**src/rtl/adc_sel_pkg.sv**
```systemverilog
// adc_sel_pkg
//   Shared types and constants for the ADC display selector.
//   mode_t  : selector FSM states.
//   DP_*    : decimal-point patterns driven to the seven-segment subsystem.
package adc_sel_pkg;
  typedef enum logic [1:0] {
    MANUAL = 2'd0,
    AUTO   = 2'd1,
    HOLD   = 2'd2
  } mode_t;

  localparam logic [3:0] DP_NONE = 4'b0000;
  localparam logic [3:0] DP_VOLT = 4'b0010;
  localparam logic [3:0] DP_HOLD = 4'b1000;
endpackage

```
**src/rtl/adc_display_selector_rise_edge.sv**
```systemverilog
// rise_edge_detect
//   Rising-edge detector for an already-synchronous, debounced level.
//   clk, rst_n : clock, async active-low reset (history clears to 0)
//   i_lvl      : input level
//   o_rise     : high while i_lvl is high and was low on the previous clock
// History resets low, so a level already high after reset reads as an edge.
module rise_edge_detect (
  input  logic clk,
  input  logic rst_n,
  input  logic i_lvl,
  output logic o_rise
);
  logic r_prev;

  always_ff @(posedge clk or negedge rst_n) begin
    if (!rst_n) r_prev <= 1'b0;
    else        r_prev <= i_lvl;
  end

  assign o_rise = i_lvl & ~r_prev;
endmodule

```
**src/rtl/adc_display_selector.sv**
```systemverilog
// adc_display_selector
//   Chooses one of NUM_CH ADC channels for the seven-segment display, either
//   manually (btn_next) or by timed auto-scan, with a freeze (hold_in) mode.
//   clk, reset        : clock, async active-low reset
//   btn_next/btn_mode : clean levels; rising edge = next channel / toggle mode
//   hold_in           : level, freezes the display
//   fmt_select        : format code, 2'b01 = scaled voltage
//   ch_data/ch_valid  : packed channel words and per-channel load strobes
//   sel_out, disp_data, decimal_pt, mode_auto, disp_stale : display outputs
module adc_display_selector
  import adc_sel_pkg::*;
#(
  parameter int NUM_CH       = 4,
  parameter int DATA_W       = 16,
  parameter int DWELL_CYCLES = 100_000_000
) (
  input  logic                       clk,
  input  logic                       reset,
  input  logic                       btn_next,
  input  logic                       btn_mode,
  input  logic                       hold_in,
  input  logic [1:0]                 fmt_select,
  input  logic [NUM_CH*DATA_W-1:0]   ch_data,
  input  logic [NUM_CH-1:0]          ch_valid,
  output logic [$clog2(NUM_CH)-1:0]  sel_out,
  output logic [DATA_W-1:0]          disp_data,
  output logic [3:0]                 decimal_pt,
  output logic                       mode_auto,
  output logic                       disp_stale
);
  localparam int SEL_W = $clog2(NUM_CH);
  localparam int DW_W  = $clog2(DWELL_CYCLES);
  localparam logic [SEL_W-1:0] SEL_LAST   = SEL_W'(NUM_CH - 1);
  localparam logic [DW_W-1:0]  DWELL_LAST = DW_W'(DWELL_CYCLES - 1);

  logic w_next, w_mode;

  rise_edge_detect u_next (.clk(clk), .rst_n(reset), .i_lvl(btn_next), .o_rise(w_next));
  rise_edge_detect u_mode (.clk(clk), .rst_n(reset), .i_lvl(btn_mode), .o_rise(w_mode));

  // Per-channel capture runs in every state, including HOLD.
  logic [NUM_CH-1:0][DATA_W-1:0] r_shadow;
  logic [NUM_CH-1:0]             r_seen;

  always_ff @(posedge clk or negedge reset) begin
    if (!reset) begin
      r_shadow <= '0;
      r_seen   <= '0;
    end else begin
      for (int i = 0; i < NUM_CH; i++) begin
        if (ch_valid[i]) begin
          r_shadow[i] <= ch_data[i*DATA_W +: DATA_W];
          r_seen[i]   <= 1'b1;
        end
      end
    end
  end

  mode_t             r_state, r_ret, w_nstate, w_nret;
  logic [SEL_W-1:0]  r_sel, w_nsel, w_sel_inc;
  logic [DW_W-1:0]   r_dwell, w_ndwell;
  logic [DATA_W-1:0] r_disp;
  logic [3:0]        r_dp;
  logic              r_auto, r_stale;

  assign w_sel_inc = (r_sel == SEL_LAST) ? '0 : r_sel + 1'b1;

  always_comb begin
    w_nstate = r_state;
    w_nret   = r_ret;
    w_nsel   = r_sel;
    w_ndwell = r_dwell;
    case (r_state)
      MANUAL, AUTO: begin
        if (hold_in) begin
          // Hold wins over buttons; remember where to come back to.
          w_nstate = HOLD;
          w_nret   = r_state;
        end else if (r_state == MANUAL) begin
          if (w_next) w_nsel = w_sel_inc;
          if (w_mode) begin
            w_nstate = AUTO;
            w_ndwell = '0;
          end
        end else begin
          // A manual advance restarts the dwell period.
          if (w_next || r_dwell == DWELL_LAST) begin
            w_nsel   = w_sel_inc;
            w_ndwell = '0;
          end else begin
            w_ndwell = r_dwell + 1'b1;
          end
          if (w_mode) w_nstate = MANUAL;
        end
      end
      default: begin
        if (!hold_in) w_nstate = r_ret;
      end
    endcase
  end

  always_ff @(posedge clk or negedge reset) begin
    if (!reset) begin
      r_state <= MANUAL;
      r_ret   <= MANUAL;
      r_sel   <= '0;
      r_dwell <= '0;
      r_disp  <= '0;
      r_stale <= 1'b1;
      r_dp    <= DP_NONE;
      r_auto  <= 1'b0;
    end else begin
      r_state <= w_nstate;
      r_ret   <= w_nret;
      r_sel   <= w_nsel;
      r_dwell <= w_ndwell;
      if (r_state != HOLD) begin
        r_disp  <= r_shadow[r_sel];
        r_stale <= ~r_seen[r_sel];
      end
      // Mode-related outputs track the state being entered so they line up
      // with the registered state.
      r_dp   <= ((fmt_select == 2'b01) ? DP_VOLT : DP_NONE) |
                ((w_nstate == HOLD) ? DP_HOLD : DP_NONE);
      r_auto <= (w_nstate == AUTO) || (w_nstate == HOLD && w_nret == AUTO);
    end
  end

  assign sel_out    = r_sel;
  assign disp_data  = r_disp;
  assign decimal_pt = r_dp;
  assign mode_auto  = r_auto;
  assign disp_stale = r_stale;
endmodule

```
**config.mk**
```make
export PLATFORM = sky130hd
export DESIGN_NAME = adc_display_selector
export DESIGN_NICKNAME = d
export VERILOG_FILES = /design/src/rtl/adc_sel_pkg.sv /design/src/rtl/adc_display_selector_rise_edge.sv /design/src/rtl/adc_display_selector.sv
export SDC_FILE = /design/constraint.sdc
export NUM_CORES = 1
export LEC_CHECK = 0
export BUFFER_PORTS_ARGS = -buffer_cell sky130_fd_sc_hd__buf_2
export CAP_MARGIN = 20
export CORE_ASPECT_RATIO = 0.5
export CORE_UTILIZATION = 55
export DETAILED_ROUTE_END_ITERATION = 10
export GPL_TIMING_DRIVEN = 0
export PLACE_DENSITY = 0.79
export SYNTH_ARGS = -nofsm -noshare
export SYNTH_HDL_FRONTEND = slang
export SYNTH_HIERARCHICAL = 1
export SYNTH_SLANG_ARGS = --single-unit
```
**constraint.sdc**
```tcl
create_clock -name clk -period 2.1 [get_ports clk]
set_input_delay 0.105 -clock clk [delete_from_list [all_inputs] [get_ports clk]]
set_output_delay 0.105 -clock clk [all_outputs]
set_load 0.03 [all_outputs]
```
==> reports/results.tsv, run 1 <==
metric	value	unit
dp_hpwl	7625	um
grt_pass1_vias	4391	
finalWorstSetupSlack	0.04118	ns
fin_crit_sh	0.9804	
initial_utilization	0.5742	
netlist.area_leader.share	0.5573	
clk_pin_slew	0.06	ns
synth-edff-count	0	
synthMuxAreaShare	0.2385	
synth_fa_ha_area_frac	0.004568	
crit_type	register to register	
fillers	503	
netlist.top_cell.by_area	dfrtp_1	
drc	0	
die-width	143.1	um
ctsLongestPathBuffers	2	
ys_seq_area_frac	0.5621	
regArea	3079	um2
crit_required	2.39	ns
status	complete, no violations	
io_buffers	92	
leakage	0.003320	uW
antenna_found_initial	0	
cts_sinks	123	
path_cells	or4b_1 > nor4_1 > a21oi_2 > nor2_1 > mux2_2	
routedWlPerCell	19.31	um
core	9540	um2
ys_async_sr_fraction	1.000	
multi_input_area	2280	um2
cpMaxStageDelayCell	or4b_1	
cts-buffers-inserted	17	
yosys-top-cells-area	dfrtp_1, mux2_2, mux4_2	
avgViaCountPerCell	5.537	
syn_to_final_growth	37.09	%
syn-instance-count	406	
dieHeight	72.57	um
path_max_fanout	5	
drv_slew	0	
syn_avg_cell_area	13.49	um2
placed_area	6145	um2
fin_setup_tns	0	ns
drive_gt1_frac	0.4163	
synth_compound_area_frac	0.02718	
dieArea	10390	um2
antenna_cells	0	
synth-xor-area-share	0.03038	
h-tree-depth	4	
cpPeakStageDelay	0.56	ns
synth_flop_cell	dfrtp_1	
yosys_warnings	6	
track_usage	0.2984	
grt_setup_unrepaired	yes	
tritoncts	done	
tightest_slew	0.6838	ns
yosys.area_share.simple	0.1099	
first_pass_iters	4	
setup_viol	0	
num_rows	25	
holdWs	0.1376	ns
cp_data_arrival_time	2.35	ns
ir_worst_vdd	0.0006083	V
clk_latency	0.41	ns
cp-end-kind	register	
initialDrtViolationCount	194	
synth_top_family_by_area	multiplexers	
postRouteWirelength	14250	um
relSlewSlack	0.5441	
gp_congestion	0.8338	
ys_ff_latch	123	
powerDensity	1054	nW/um2
final_cells	738	
ys_types	45	
placed_cells	635	
fmax	485.7	MHz
clockRootBuffer	clkbuf_16	
maxCapViolCount	0	
period_needed	2.059	ns
syn-cell-area	5478	um2
grt_first_pass_wirelength	22570	um
vias	4086	
hold_violations	0	
grt_max_degree	93	
ioPinCount	99	
overflow	0	
drtAntennaViolNets	0	
place_ws	-0.09076	ns
worstSetupStartpointType	register	
stdcell_area	7510	um2
hold_class	primary input to async pin	
nNetsFinal	667	
fin_skew	0.007191	ns
[cell usage after synthesis (3+ instances only)]
library cell and count:
nand2_1 14, xor2_1 18, or2_2 6, mux2_2 82, clkbuf_1 11, buf_1 3, mux4_2 17, nor2_1 34
o21ai_0 9, buf_2 4, nor4_1 4, nand2b_1 3, nand4_1 15, dfrtp_1 122, inv_1 5, nand3_1 16
and3_1 3, a21oi_1 3, nor3_1 4
[per-layer routing]
| metal | up-vias | routed length (um) | part of all wire | track usage |
|---|---|---|---|---|
| met2 | 140 | 7357 | 0.52 | 0.5393 |
| met1 | 2085 | 5864 | 0.41 | 0.3478 |
| met5 | - | 0 | 0 | 0 |
| met3 | 36 | 658 | 0.046 | 0.06759 |
| li1 | 1825 | - | - | - |
| met4 | 0 | 374 | 0.026 | 0.1302 |
[worst max-delay path: cells and delay by family (launching register included)]
kind / cells / cell delay (ns)
and+or+nand+nor: 3 / 1.00
DFF: 1 / 0.44
muxes: 1 / 0.35
AOI/OAI and AO/OA: 1 / 0.14
[power by group]
group / switching, uW / total, uW / internal, uW
Combinational: 993 / 1860 / 869
Sequential: 214 / 2930 / 2710
Clock: 1140 / 3130 / 1990
[worst paths after layout]
check	startpoint	slack, ns	cells after the start	endpoint
worst min-delay path	reset	0.14	2	r_shadow[20]
min in group clk	ch_valid[1]	0.25	2	r_shadow[16]
worst max register to register	r_dwell[10]	0.04	5	sel_out[1]
worst min register to register	r_seen[0]	0.47	1	r_seen[0]
worst max-delay path	r_dwell[10]	0.04	5	sel_out[1]
max in group asynchronous	reset	1.23	3	r_dwell[15]
[flip-flops by register name (all words and copies together) (netlist names)]
register	count
r_ret	2
disp_stale	1
sel_out	2
r_dwell	27
u_next/r_prev	1
decimal_pt	2
r_state	2
disp_data	16
u_mode/r_prev	1
mode_auto	1
r_seen	4
r_shadow	64
[per-stage QoR]
stage	power [uW]	util
final	7918	0.7871
after global routing	8207	0.7871
after CTS	7841	0.7852
after detailed placement	4639	0.6441
after global placement	4573	0.6405
after floorplan	4120	-
[cells in the final DEF (no fill, tap or decap), drive strengths merged, types with 2 or more instances in the layout]
cell,netlist,layout
dfrtp,122,122
buf,11,105
mux2,82,82
dlygate4sd3,0,70
nor2,34,34
clkbuf,11,29
xor2,18,18
mux4,17,17
nand3,16,16
nand4,15,15
nand2,14,14
o21ai,9,9
or2,8,8
inv,5,5
clkinvlp,0,5
clkinv,0,5
nor4,5,5
bufinv,0,4
nor3,4,4
nand2b,3,3
and3,3,3
a21o,3,3
a21oi,3,3
nor2b,3,3
or4b,2,2
o31ai,2,2
ha,2,2
conb,1,2
and2,2,2
[layout make-up]
type / count / area share
plain buffers: 22 / 0.01783
clock buffers: 18 / 0.05715
clock inverters: 14 / 0.02632
inverters: 5 / 0.002499
multi-input cells: 257 / 0.3036
flip-flops and latches: 123 / 0.4100
well taps: 135 / 0.02249
repair buffers: 164 / 0.1601
[what timing repair did]
action / CTS / global route
pin swaps: 0 / 2
hold buffers: 70 / 0
endpoints found under the hold margin: 101 / 0
setup buffers: 0 / 1
setup endpoints to repair: 22 / 19
resized for setup: 5 / 4
[kinds of logic (layout without fill, tap and decap cells)]
family,count (synthesis),in the layout
AO/OA/AOI/OAI,22,22
XOR/XNOR,19,19
adder cells (fa/ha/maj),2,2
buffers and inverters,27,223
flip-flops,123,123
multiplexers,99,99
other,1,2
AND/OR/NAND/NOR,113,113
Note: power is estimated with default switching activity, not from simulation.
==> run 2: changes to the inputs <==
--- a/config.mk
+++ b/config.mk
@@ -12,6 +12,7 @@
 export DETAILED_ROUTE_END_ITERATION = 10
 export GPL_TIMING_DRIVEN = 0
 export PLACE_DENSITY = 0.79
+export SETUP_SLACK_MARGIN = 0.3
 export SYNTH_ARGS = -nofsm -noshare
 export SYNTH_HDL_FRONTEND = slang
 export SYNTH_HIERARCHICAL = 1
==> run 2 against run 1 <==
Power is 1.5% higher. Worst hold slack got worse by 0.035 ns. Die area stayed put. Setup slack gained 0.078 ns. Clock-buffer cell count up 4. Sequential power hardly changed. Sequential cell count unchanged. Utilization is 3.6 points higher. Critical path depth up 3. Clock skew increased by 0.0057 ns. Maximum frequency is 3.9% higher. Design area grew 4.6%. Critical path type unchanged. Critical endpoint is now r_dwell[25]. Highest routed layer unchanged.
==> reports/results.tsv, run 2 (same netlist as run 1, synthesis figures left out) <==
metric	value	unit	change
sw_frac_of_total	0.2951		was 0.2961
cpPeakStageDelay	0.40	ns	was 0.56 ns
seq_power_share	0.369		was 0.370
holdWs	0.1027	ns	was 0.1376 ns
cts-buffers-inserted	17		unchanged
crit_start	r_dwell[0]		was r_dwell[10]
ctsLongestPathBuffers	2		unchanged
initialDrtViolationCount	377		was 194
clockRootBuffer	clkbuf_16		unchanged
syn_to_final_growth	43.44	%	was 37.09%
die-width	143.1	um	unchanged
tritoncts	done		unchanged
num_rows	25		unchanged
cp-end-kind	register		unchanged
grt_pass1_vias	4488		was 4391
core	9540	um2	unchanged
grt_first_pass_wirelength	23310	um	was 22570 um
relSlewSlack	0.5263		was 0.5441
final_common_cell	dfrtp_1		unchanged
vias	4455		was 4086
placed_area	6152	um2	was 6145 um2
fmax	504.7	MHz	was 485.7 MHz
clk_latency	0.42	ns	was 0.41 ns
leakage	0.003484	uW	was 0.003320 uW
clk_pin_slew	0.06	ns	about the same
p_sw	2371	uW	was 2345 uW
p_total	8036	uW	was 7918 uW
crit_required	2.40	ns	was 2.39 ns
dieArea	10390	um2	unchanged
largest_register_ffs	64		unchanged
drv_slew	0		unchanged
ir_worst_vdd	0.0007247	V	was 0.0006083 V
hold_violations	0		unchanged
dp_hpwl	7545	um	was 7625 um
gp_congestion	0.8096		was 0.8338
dieHeight	72.57	um	unchanged
track_usage	0.3122		was 0.2984
overflow	0		unchanged
crit_type	register to register		unchanged
cts_sinks	123		unchanged
antenna_cells	0		unchanged
ioPinCount	99		unchanged
antenna_found_initial	0		unchanged
fillers	425		was 503
maxCapViolCount	0		unchanged
postRouteWirelength	16360	um	was 14250 um
power_frac_clock	0.386		was 0.395
status	complete, no violations		unchanged
cp_data_arrival_time	2.28	ns	was 2.35 ns
largest-register	r_shadow		unchanged
hold_class	primary input to async pin		unchanged
path_max_fanout	10		was 5
reg2reg_slack	0.12	ns	was 0.04 ns
fin_crit_sh	0.9434		was 0.9804
p_int	5665	uW	was 5573 uW
crit_top_cell	buf_12		
drive_gt1_frac	0.4703		was 0.4163
stdcell_area	7858	um2	was 7510 um2
initial_utilization	0.5742		unchanged
first_pass_iters	5		was 4
path_cells	ha_2 > nand3_2 > nor4_4 > a21o_2 > and2_4 > buf_12 > buf_12 > nor2_1		was or4b_1 > nor4_1 > a21oi_2 > nor2_1 > mux2_2
h-tree-depth	4		unchanged
setup_viol	0		unchanged
drc	0		unchanged
cpMaxStageDelayCell	dfrtp_1		was or4b_1
grt_setup_unrepaired	yes		unchanged
nNetsFinal	689		was 667
fin_skew	0.01289	ns	was 0.007191 ns
grt_max_degree	103		was 93
powerDensity	1023	nW/um2	was 1054 nW/um2
combPwrFrac	0.246		was 0.235
io_buffers	92		unchanged
tightest_slew	0.7105	ns	was 0.6838 ns
worstSetupStartpointType	register		unchanged
final_cell_mix	dfrtp_1, buf_2, mux2_2, dlygate4sd3_1, nor2_1		unchanged
drtAntennaViolNets	0		unchanged
reg2reg_from	r_dwell[0]		was r_dwell[10]
avgViaCountPerCell	5.877		was 5.537
period_needed	1.981	ns	was 2.059 ns
routedWlPerCell	21.58	um	was 19.31 um
path_buf_inv	2		was 0
path_delay_family	simple AND/OR/NAND/NOR gates		unchanged
run 2: per-stage QoR:
step	setup WS [ns]	std cells	TNS, ns	utilization
after global routing	0.04657	758	0	0.8236
after floorplan	0.3028	407	0	-
final	0.1188	758	0	0.8236
after CTS	0.2142	745	0	0.8093
after detailed placement	-0.008217	635	-0.008217	0.6449
after global placement	-0.8230	634	-73.37	0.6413
run 2: what timing repair did:
action / in CTS / in global routing
setup buffers: 9 / 13
hold buffers: 70 / 0
pin swaps: 7 / 4
endpoints found under the setup margin: 35 / 35
cloned: 1 / 0
resized for setup: 34 / 18
hold endpoints to repair: 190 / 0
run 2: cell type report:
class                   instances  area [um2]  share of cell area
clock inverters                 8       142.6             0.01815
inverters                       5       18.77            0.002389
multi-input cells             257        2405              0.3061
clock buffers                  22       464.2             0.05908
well taps                     135       168.9             0.02150
flip-flops and latches        123        3084              0.3925
plain buffers                  22       161.4             0.02054
repair buffers                186        1413              0.1798
run 2: power by group through the flow:
stage	clock, uW	sequential, uW	combinational [uW]
6_report	3100	2960	1970
3_3_place_gp	0	2930	1670
5_1_grt	3220	2990	2070
2_1_floorplan	0	3280	855
3_5_place_dp	0	2940	1710
4_1_cts	3050	2910	1870
run 2: final timing paths:
check / endpoint / cells past startpoint
min in group clk: r_state[0] / 3
hold reg to reg: r_seen[3] / 1
max in group asynchronous: disp_stale / 3
setup reg to reg: r_dwell[25] / 8
hold / removal: r_dwell[22] / 2
setup / recovery: r_dwell[25] / 8
run 2: routing by layer:
layer	GRT usage	part of all wire	vias up
li1	-	-	1873
met2	0.5491	0.49	274
met4	0.1768	0.052	0
met1	0.3571	0.39	2226
met3	0.07677	0.070	82
met5	0	0	-
